--- src/rtl/karat_pkg.sv ---
// Shared width rules for the Karatsuba multiplier family.
// Later wide or recursive variants reuse these helpers so their widths stay consistent.
package karat_pkg;

    localparam int KARAT_DEF_WIDTH = 16;

    function automatic int karat_hw(input int width);
        return width / 2;
    endfunction

    // The sum of the two halves needs one carry bit.
    function automatic int karat_sum_w(input int hw);
        return hw + 1;
    endfunction

    function automatic int karat_prod_w(input int iw);
        return 2 * iw;
    endfunction

endpackage

--- src/rtl/karat_half_mul.sv ---
// Combinational IW x IW -> 2*IW unsigned multiplier used for the Karatsuba sub-products.
// A recursive Karatsuba body can replace this module without changing its ports.
module karat_half_mul
    import karat_pkg::*;
#(
    parameter int IW = 8
) (
    input  logic [IW-1:0]               a_i,
    input  logic [IW-1:0]               b_i,
    output logic [karat_prod_w(IW)-1:0] p_o
);

    localparam int PW = karat_prod_w(IW);

    assign p_o = PW'(a_i) * PW'(b_i);

endmodule

--- src/rtl/karat_pipe.sv ---
// Three-stage pipelined one-level Karatsuba multiplier with valid/ready back-pressure.
// Define KARAT_PIPE_SIGNED_EN to add the sgn port for two's-complement operands.
module karat_pipe
    import karat_pkg::*;
#(
    parameter int WIDTH = KARAT_DEF_WIDTH
) (
    input  logic                 clk,
    input  logic                 rst,
`ifdef KARAT_PIPE_SIGNED_EN
    input  logic                 sgn,
`endif
    input  logic                 in_valid,
    output logic                 in_ready,
    input  logic [WIDTH-1:0]     A,
    input  logic [WIDTH-1:0]     B,
    output logic                 out_valid,
    input  logic                 out_ready,
    output logic [2*WIDTH-1:0]   C
);

    localparam int H  = karat_hw(WIDTH);
    localparam int SW = karat_sum_w(H);
    localparam int PH = karat_prod_w(H);
    localparam int PM = karat_prod_w(SW);
    localparam int CW = 2 * WIDTH;

    logic adv;
    logic v1_q, v2_q, v3_q;

    // Stage 1: magnitudes, halves and half sums
    logic [WIDTH-1:0] a_mag, b_mag;
    logic             neg_d;
    logic [H-1:0]     al_d, ah_d, bl_d, bh_d;
    logic [SW-1:0]    sa_d, sb_d;
    logic [H-1:0]     al_q, ah_q, bl_q, bh_q;
    logic [SW-1:0]    sa_q, sb_q;
    logic             neg1_q, neg2_q;

`ifdef KARAT_PIPE_SIGNED_EN
    always_comb begin
        // NOTE: defaults first so every path assigns every output and no latch is inferred.
        a_mag = A;
        b_mag = B;
        neg_d = 1'b0;
        if (sgn) begin
            if (A[WIDTH-1]) a_mag = -A;
            if (B[WIDTH-1]) b_mag = -B;
            neg_d = A[WIDTH-1] ^ B[WIDTH-1];
        end
    end
`else
    assign a_mag = A;
    assign b_mag = B;
    assign neg_d = 1'b0;
`endif

    assign al_d = a_mag[H-1:0];
    assign ah_d = a_mag[WIDTH-1:H];
    assign bl_d = b_mag[H-1:0];
    assign bh_d = b_mag[WIDTH-1:H];
    assign sa_d = SW'(al_d) + SW'(ah_d);
    assign sb_d = SW'(bl_d) + SW'(bh_d);

    // Stage 2: the three sub-products
    logic [PH-1:0] p0_d, p2_d, p0_q, p2_q;
    logic [PM-1:0] pm_d, pm_q;

    karat_half_mul #(.IW(H))  u_p0 (.a_i(al_q), .b_i(bl_q), .p_o(p0_d));
    karat_half_mul #(.IW(H))  u_p2 (.a_i(ah_q), .b_i(bh_q), .p_o(p2_d));
    karat_half_mul #(.IW(SW)) u_pm (.a_i(sa_q), .b_i(sb_q), .p_o(pm_d));

    // Stage 3: recombine; modulo-2^CW arithmetic equals truncating the wider exact sum.
    logic [PM-1:0] mid;
    logic [CW-1:0] prod, c_d, c_q;

    assign mid  = pm_q - PM'(p0_q) - PM'(p2_q);
    assign prod = (CW'(p2_q) << WIDTH) + (CW'(mid) << H) + CW'(p0_q);
    assign c_d  = neg2_q ? -prod : prod;

    assign adv       = !v3_q || out_ready;
    assign in_ready  = adv;
    assign out_valid = v3_q;
    assign C         = c_q;

    always_ff @(posedge clk) begin
        // NOTE: only control state and the visible result are reset; datapath registers are qualified by their valids.
        if (rst) begin
            v1_q <= 1'b0;
            v2_q <= 1'b0;
            v3_q <= 1'b0;
            c_q  <= '0;
        end else if (adv) begin
            v1_q <= in_valid;
            v2_q <= v1_q;
            v3_q <= v2_q;
            if (v2_q) c_q <= c_d;
        end
    end

    always_ff @(posedge clk) begin
        if (adv && in_valid) begin
            al_q   <= al_d;
            ah_q   <= ah_d;
            bl_q   <= bl_d;
            bh_q   <= bh_d;
            sa_q   <= sa_d;
            sb_q   <= sb_d;
            neg1_q <= neg_d;
        end
        if (adv && v1_q) begin
            p0_q   <= p0_d;
            p2_q   <= p2_d;
            pm_q   <= pm_d;
            neg2_q <= neg1_q;
        end
    end

endmodule

--- config.mk ---
export PLATFORM = sky130hd
export DESIGN_NAME = karat_pipe
export DESIGN_NICKNAME = d
export VERILOG_FILES = /design/src/rtl/karat_pkg.sv /design/src/rtl/karat_half_mul.sv /design/src/rtl/karat_pipe.sv
export SDC_FILE = /design/constraint.sdc
export NUM_CORES = 1
export LEC_CHECK = 0
export ABC_AREA = 1
export CORE_MARGIN = 2
export CORE_UTILIZATION = 45
export CTS_CLUSTER_SIZE = 8
export DETAILED_ROUTE_END_ITERATION = 8
export SKIP_CTS_REPAIR_TIMING = 1
export SLEW_MARGIN = 10
export SYNTH_ARGS = -nofsm -noshare
export SYNTH_HDL_FRONTEND = slang
export SYNTH_SLANG_ARGS = --single-unit
--- constraint.sdc ---
create_clock -name clk -period 13.43 [get_ports clk]
set_clock_uncertainty 0.2 [all_clocks]
set_input_delay 1.343 -clock clk [delete_from_list [all_inputs] [get_ports clk]]
set_output_delay 1.343 -clock clk [all_outputs]
set_load 0.005 [all_outputs]
Word-level counts from Yosys, hierarchy flattened
Index checks and enable logic that the tools add are counted.
{ "op_classes": {"add_sub_neg": 6, "n_reduce_logical": 5, "multipliers": 3} }
{ "ops": {"columns": ["cell", "n"], "rows": [
  ["$sub A18 B16 Y18", 2],
  ["$add A32 B16 Y32", 1],
  ["$add A32 B26 Y32", 1],
  ["$mul A8 B8 Y16", 2],
  ["$add A8 B8 Y9", 2],
  ["$mul A9 B9 Y18", 1],
  ["$logic_and A1 B1 Y1", 2],
  ["$reduce_and A2 Y1", 1],
  ["$logic_not A1 Y1", 1],
  ["$logic_or A1 B1 Y1", 1]
]} }
{ "totals": {"output_inout_bits": 34, "reg_bits": 135, "inputBits": 36, "elab_cells": 27} }

Depth between registers and ports, before layout
{ "logic_depth": {"depth_word": 4, "mapped_depth": 25, "mapped_depth_nobuf": 25} }

Hierarchy
A second synthesis with hierarchy kept.
{ "unflattened": {"hier_cells": 2068, "hier_area_um2": 15511.1} }
{ "modules_own_cells": {"columns": ["mod", "cells_each", "n_inst", "seq_area_each_um2", "area_per_inst_um2"], "rows": [
  ["karat_pipe", 881, 1, 3703.6, 7822.5],
  ["karat_half_mul at u_p0 ...", 375, 2, 0.0, 2396.0],
  ["karat_half_mul at u_pm", 437, 1, 0.0, 2896.5]
]} }

Least setup slack after synthesis
No wires, ideal clock.
{ "synth_path": {"path_type": "reg2reg", "start": "register sa_q[3]", "end": "register pm_q[17], data pin", "setup_time_ns": 0.252, "n_path_buf": 1, "setup_slack_ns": 8.948, "path_stages_with_launch": 21, "required_ns": 12.978, "synth_period_minus_slack_ns": 4.482, "arrival_ns": 4.030, "cell_sequence": "edfxtp_1 -> clkbuf_1 -> nand2_1 -> inv_1 -> fa_1 -> inv_1 -> fa_1 -> inv_1 -> fa_1 -> inv_1 -> fa_1 -> inv_1 -> ha_1 -> nand2_1 -> inv_1 -> a21oi_1 -> nor2_1 -> nor3_1 -> nand2_1 -> nand2_1 -> nand2_1"} }
{ "synth_between": {"elab_chain_len": 1} }
{ "synth_rtl": {"columns": ["item", "line_no", "source"], "rows": [
  ["start, declared", "karat_pipe.sv:37", "logic [SW-1:0] sa_q, sb_q;"],
  ["start signal, assigned", "karat_pipe.sv:107", "sa_q <= sa_d;"],
  ["$mul A9 B9 Y18", "karat_half_mul.sv:15", "assign p_o = PW'(a_i) * PW'(b_i);"],
  ["via pm_d[17]", "karat_pipe.sv:67", "logic [PM-1:0] pm_d, pm_q;"],
  ["end signal, assigned", "karat_pipe.sv:114", "pm_q <= pm_d;"],
  ["end, declared", "karat_pipe.sv:67", null]
]} }
The timed path passes the listed nets, and every way through them passes these cells.
A chain may end at the register's enable or synchronous reset.

Final worst setup path
Ends and elaborated chain as after synthesis.

==> summary.md <==
| Metric | Value |
|---|---|
| Final min period | 4.76 ns |
| Die Ht | 187 um |
| Syn. warnings | 0 |
| Setup TNS | 0 ns |
| PortBufs | 69 |
| Vias in the first global route | ~11000 |
| H-tree levels | 4 |
| Vias per cell | around 4.7 |
| Number of diodes | 0 |
| Final Hold Viols | 0 |
| Required time of the worst setup path | 13.43 ns |
| Critical Path Source Type | register |
| Initial DRC count | roughly 700 |
| Final Setup Violations | 0 |
| Crit path kind | reg2reg |
| Status | completed |
| Max Fclk | 210 MHz |
| WHS | between 0.2 and 0.3 ns |
| Pre-antenna DRT Iters | 5 |
| Crit path capture type | register |
| Mean Syn Cell Area | between 7 and 8 sq um |
| Pin count of the biggest net entering global routing | 57 |
| Clock root buffer | clkbuf_16 |
| Detail Placement HPWL | 28400 um |
| Total CTS buffers | 17 |
| First-pass GRT wire length | roughly 57000 um |
| Die area | about 35000 sq um |
| Syn Std Cell Area | roughly 15000 sq um |
| Layout Nets | ~2300 |
| Clock transition at path regs | approximately 0.07 ns |
| Layout cells sized above 1 | 2.94% |
| Area of the multi-input gates | ~9000 sq um |
| Worst-path fanout max | 9 |
| Grt ovf | 0 |
| Netlist cell types | 38 |
| Filler cells | 3166 |
| Initial antenna violation count | 0 |
| DRT Wirelength | 33900 um |
| Routed Antenna Nets | 0 |
| Die width | about 190 um |
| Via count | around 11000 |
| Core ar. | 32700 sq um |
| Reg area | ~3700 sq um |
| CTS tree | yes |
| Hold WC Path Type | reg2reg |
| Worst-margin pin slew | around 1.0 ns |
| Initial Util | a little under half |
| CTS max path bufs | 2 |
| GRT Util Overall | about a fifth |
| Routability cong. | 0.910 |
| Synthesized Nets | between 2000 and 2500 |
| Worst EP arrival | 4.76 ns |
| # IOs | 70 |
| Seq/Total Area, Yosys | ~25% |
| Fin util | around half |
| P&R area growth vs syn | 10.9% |
| DR DRC count | 0 |
| Drt wl/cell | between 10 and 15 um |
| Seq cells post-synth | between 100 and 150 |
| Number of max-cap violations | 0 |
| RSZ-0062 raised after global routing | no |
| Slew HR | 30.0% |
| Sink Count | approximately 140 |
| Placement Rows | 66 |
| Tcrit/Tclk final | 35.4% |
| Final Max Slew Viols | 0 |
| Clock latency on the worst-skew pair | approximately 0.44 ns |
| Synthesized instance count | around 1900 |
[cells by family (layout without fill, tap and decap cells)]
kind of cell             after synthesis  after routing  share of synthesized area, %
AO/OA/AOI/OAI                        144            144                          5.40
XOR/XNOR                              65             65                          3.79
adder cells (fa/ha/maj)              304            304                          32.4
buffers and inverters                592            635                          14.9
flip-flops                           135            135                          24.6
AND/OR/NAND/NOR                      693            693                          18.9
[registers in the layout, summed over array words and instances, names as in the netlist]
signal	flops
C	32
ah_q	8
al_q	8
bh_q	8
bl_q	8
out_valid	1
p0_q	16
p2_q	16
pm_q	18
sa_q	9
sb_q	9
v1_q	1
v2_q	1
[worst max-delay path, cell delays in order, from the launching register on]
cell      delay [ns]
edfxtp_1        0.53
nand2_1         0.12
inv_1           0.06
fa_1            0.54
inv_1           0.06
fa_1            0.54
inv_1           0.06
fa_1            0.53
inv_1           0.06
fa_1            0.53
inv_1           0.04
ha_1            0.35
nand2_1         0.14
inv_1           0.06
a21oi_1         0.23
nor2_1          0.06
nor3_1          0.24
nand2_1         0.08
nand2_1         0.06
nand2_1         0.04
[final timing paths]
| kind | from | to | slack (ns) | depth (start not counted) |
|---|---|---|---|---|
| setup reg to reg | sa_q[3]$_DFFE_PP_ | pm_q[17]$_DFFE_PP_ | 8.67 | 19 |
| hold / removal | v2_q$_SDFFE_PP0N_ | v2_q$_SDFFE_PP0N_ | 0.27 | 2 |
| setup / recovery | sa_q[3]$_DFFE_PP_ | pm_q[17]$_DFFE_PP_ | 8.67 | 19 |
| hold reg to reg | v2_q$_SDFFE_PP0N_ | v2_q$_SDFFE_PP0N_ | 0.27 | 2 |
[per-layer routing]
metal  global-route usage, %  routed length, um  up-vias
li1                        -                  -     5847
met1                    27.0              16100     5248
met4                    6.50                900        0
met2                    33.9              15700      225
met5                       0                  0        -
met3                    2.95               1220       49
[cells in the final DEF, fill, tap and decap left out, types with 3 or more instances in the layout]
cell | synthesis | layout
nor2_1 | 107 | 106
a211oi_1 | 3 | 3
clkdlybuf4s50_1 | 0 | 69
inv_8 | 0 | 7
xnor2_1 | 20 | 20
dfxtp_1 | 35 | 35
o21a_1 | 3 | 3
nor2_4 | 3 | 4
nand3b_1 | 5 | 5
fa_1 | 141 | 141
nand4_1 | 17 | 17
a21o_1 | 7 | 7
xor2_1 | 45 | 45
o21bai_1 | 6 | 6
edfxtp_1 | 100 | 100
o21ai_1 | 3 | 3
nand3_1 | 54 | 54
clkbuf_16 | 0 | 17
nor3_1 | 10 | 10
inv_6 | 0 | 4
nand3_2 | 5 | 5
o21ai_0 | 27 | 27
inv_1 | 533 | 531
o211ai_1 | 8 | 8
a21oi_1 | 80 | 80
nand2_1 | 476 | 476
ha_1 | 163 | 163
and2_1 | 5 | 5
nand2_2 | 6 | 6
[synth_stat cells, drive strengths merged]
cell type / n / share of area [%]
nor2: 112 / 3.0
nand3b: 5 / 0.25
and2: 5 / 0.21
a21oi: 81 / 2.7
edfxtp: 100 / 20
fa: 141 / 19
xnor2: 20 / 1.2
buf: 9 / 0.36
nor3: 10 / 0.33
nand3: 59 / 2.1
and3: 1 / 0.042
o211ai: 8 / 0.40
dfxtp: 35 / 4.7
xor2: 45 / 2.6
a21o: 7 / 0.35
clkbuf: 50 / 1.2
o21bai: 7 / 0.37
nand2: 482 / 12
inv: 533 / 13
ha: 163 / 14
o21ai: 32 / 1.1
nand4: 17 / 0.71
or2: 2 / 0.083
a31o: 1 / 0.058
a211oi: 3 / 0.15
a31oi: 2 / 0.083
o21a: 3 / 0.15
[final cells by class]
type                       instances  share of cell area (%)
sequential                       135                    22.2
timing repair buffer              70                    4.19
clock buffer                      17                    2.55
tap                              442                    3.32
inverter                         533                    12.0
multi-input combinational       1206                    54.5
clock inverter                    15                    1.19
[per-stage QoR]
step	setup slack, ns	instances	area, sq um
3_5_place_dp	8.69	2386	16000
4_1_cts	8.69	2418	16700
6_report	8.67	2418	16700
2_1_floorplan	8.95	1933	15000
5_1_grt	8.38	2418	16700
3_3_place_gp	8.77	2386	16000
Power is not shown: default switching activity piles up to over one toggle a cycle in this logic, so the estimate is an artifact.
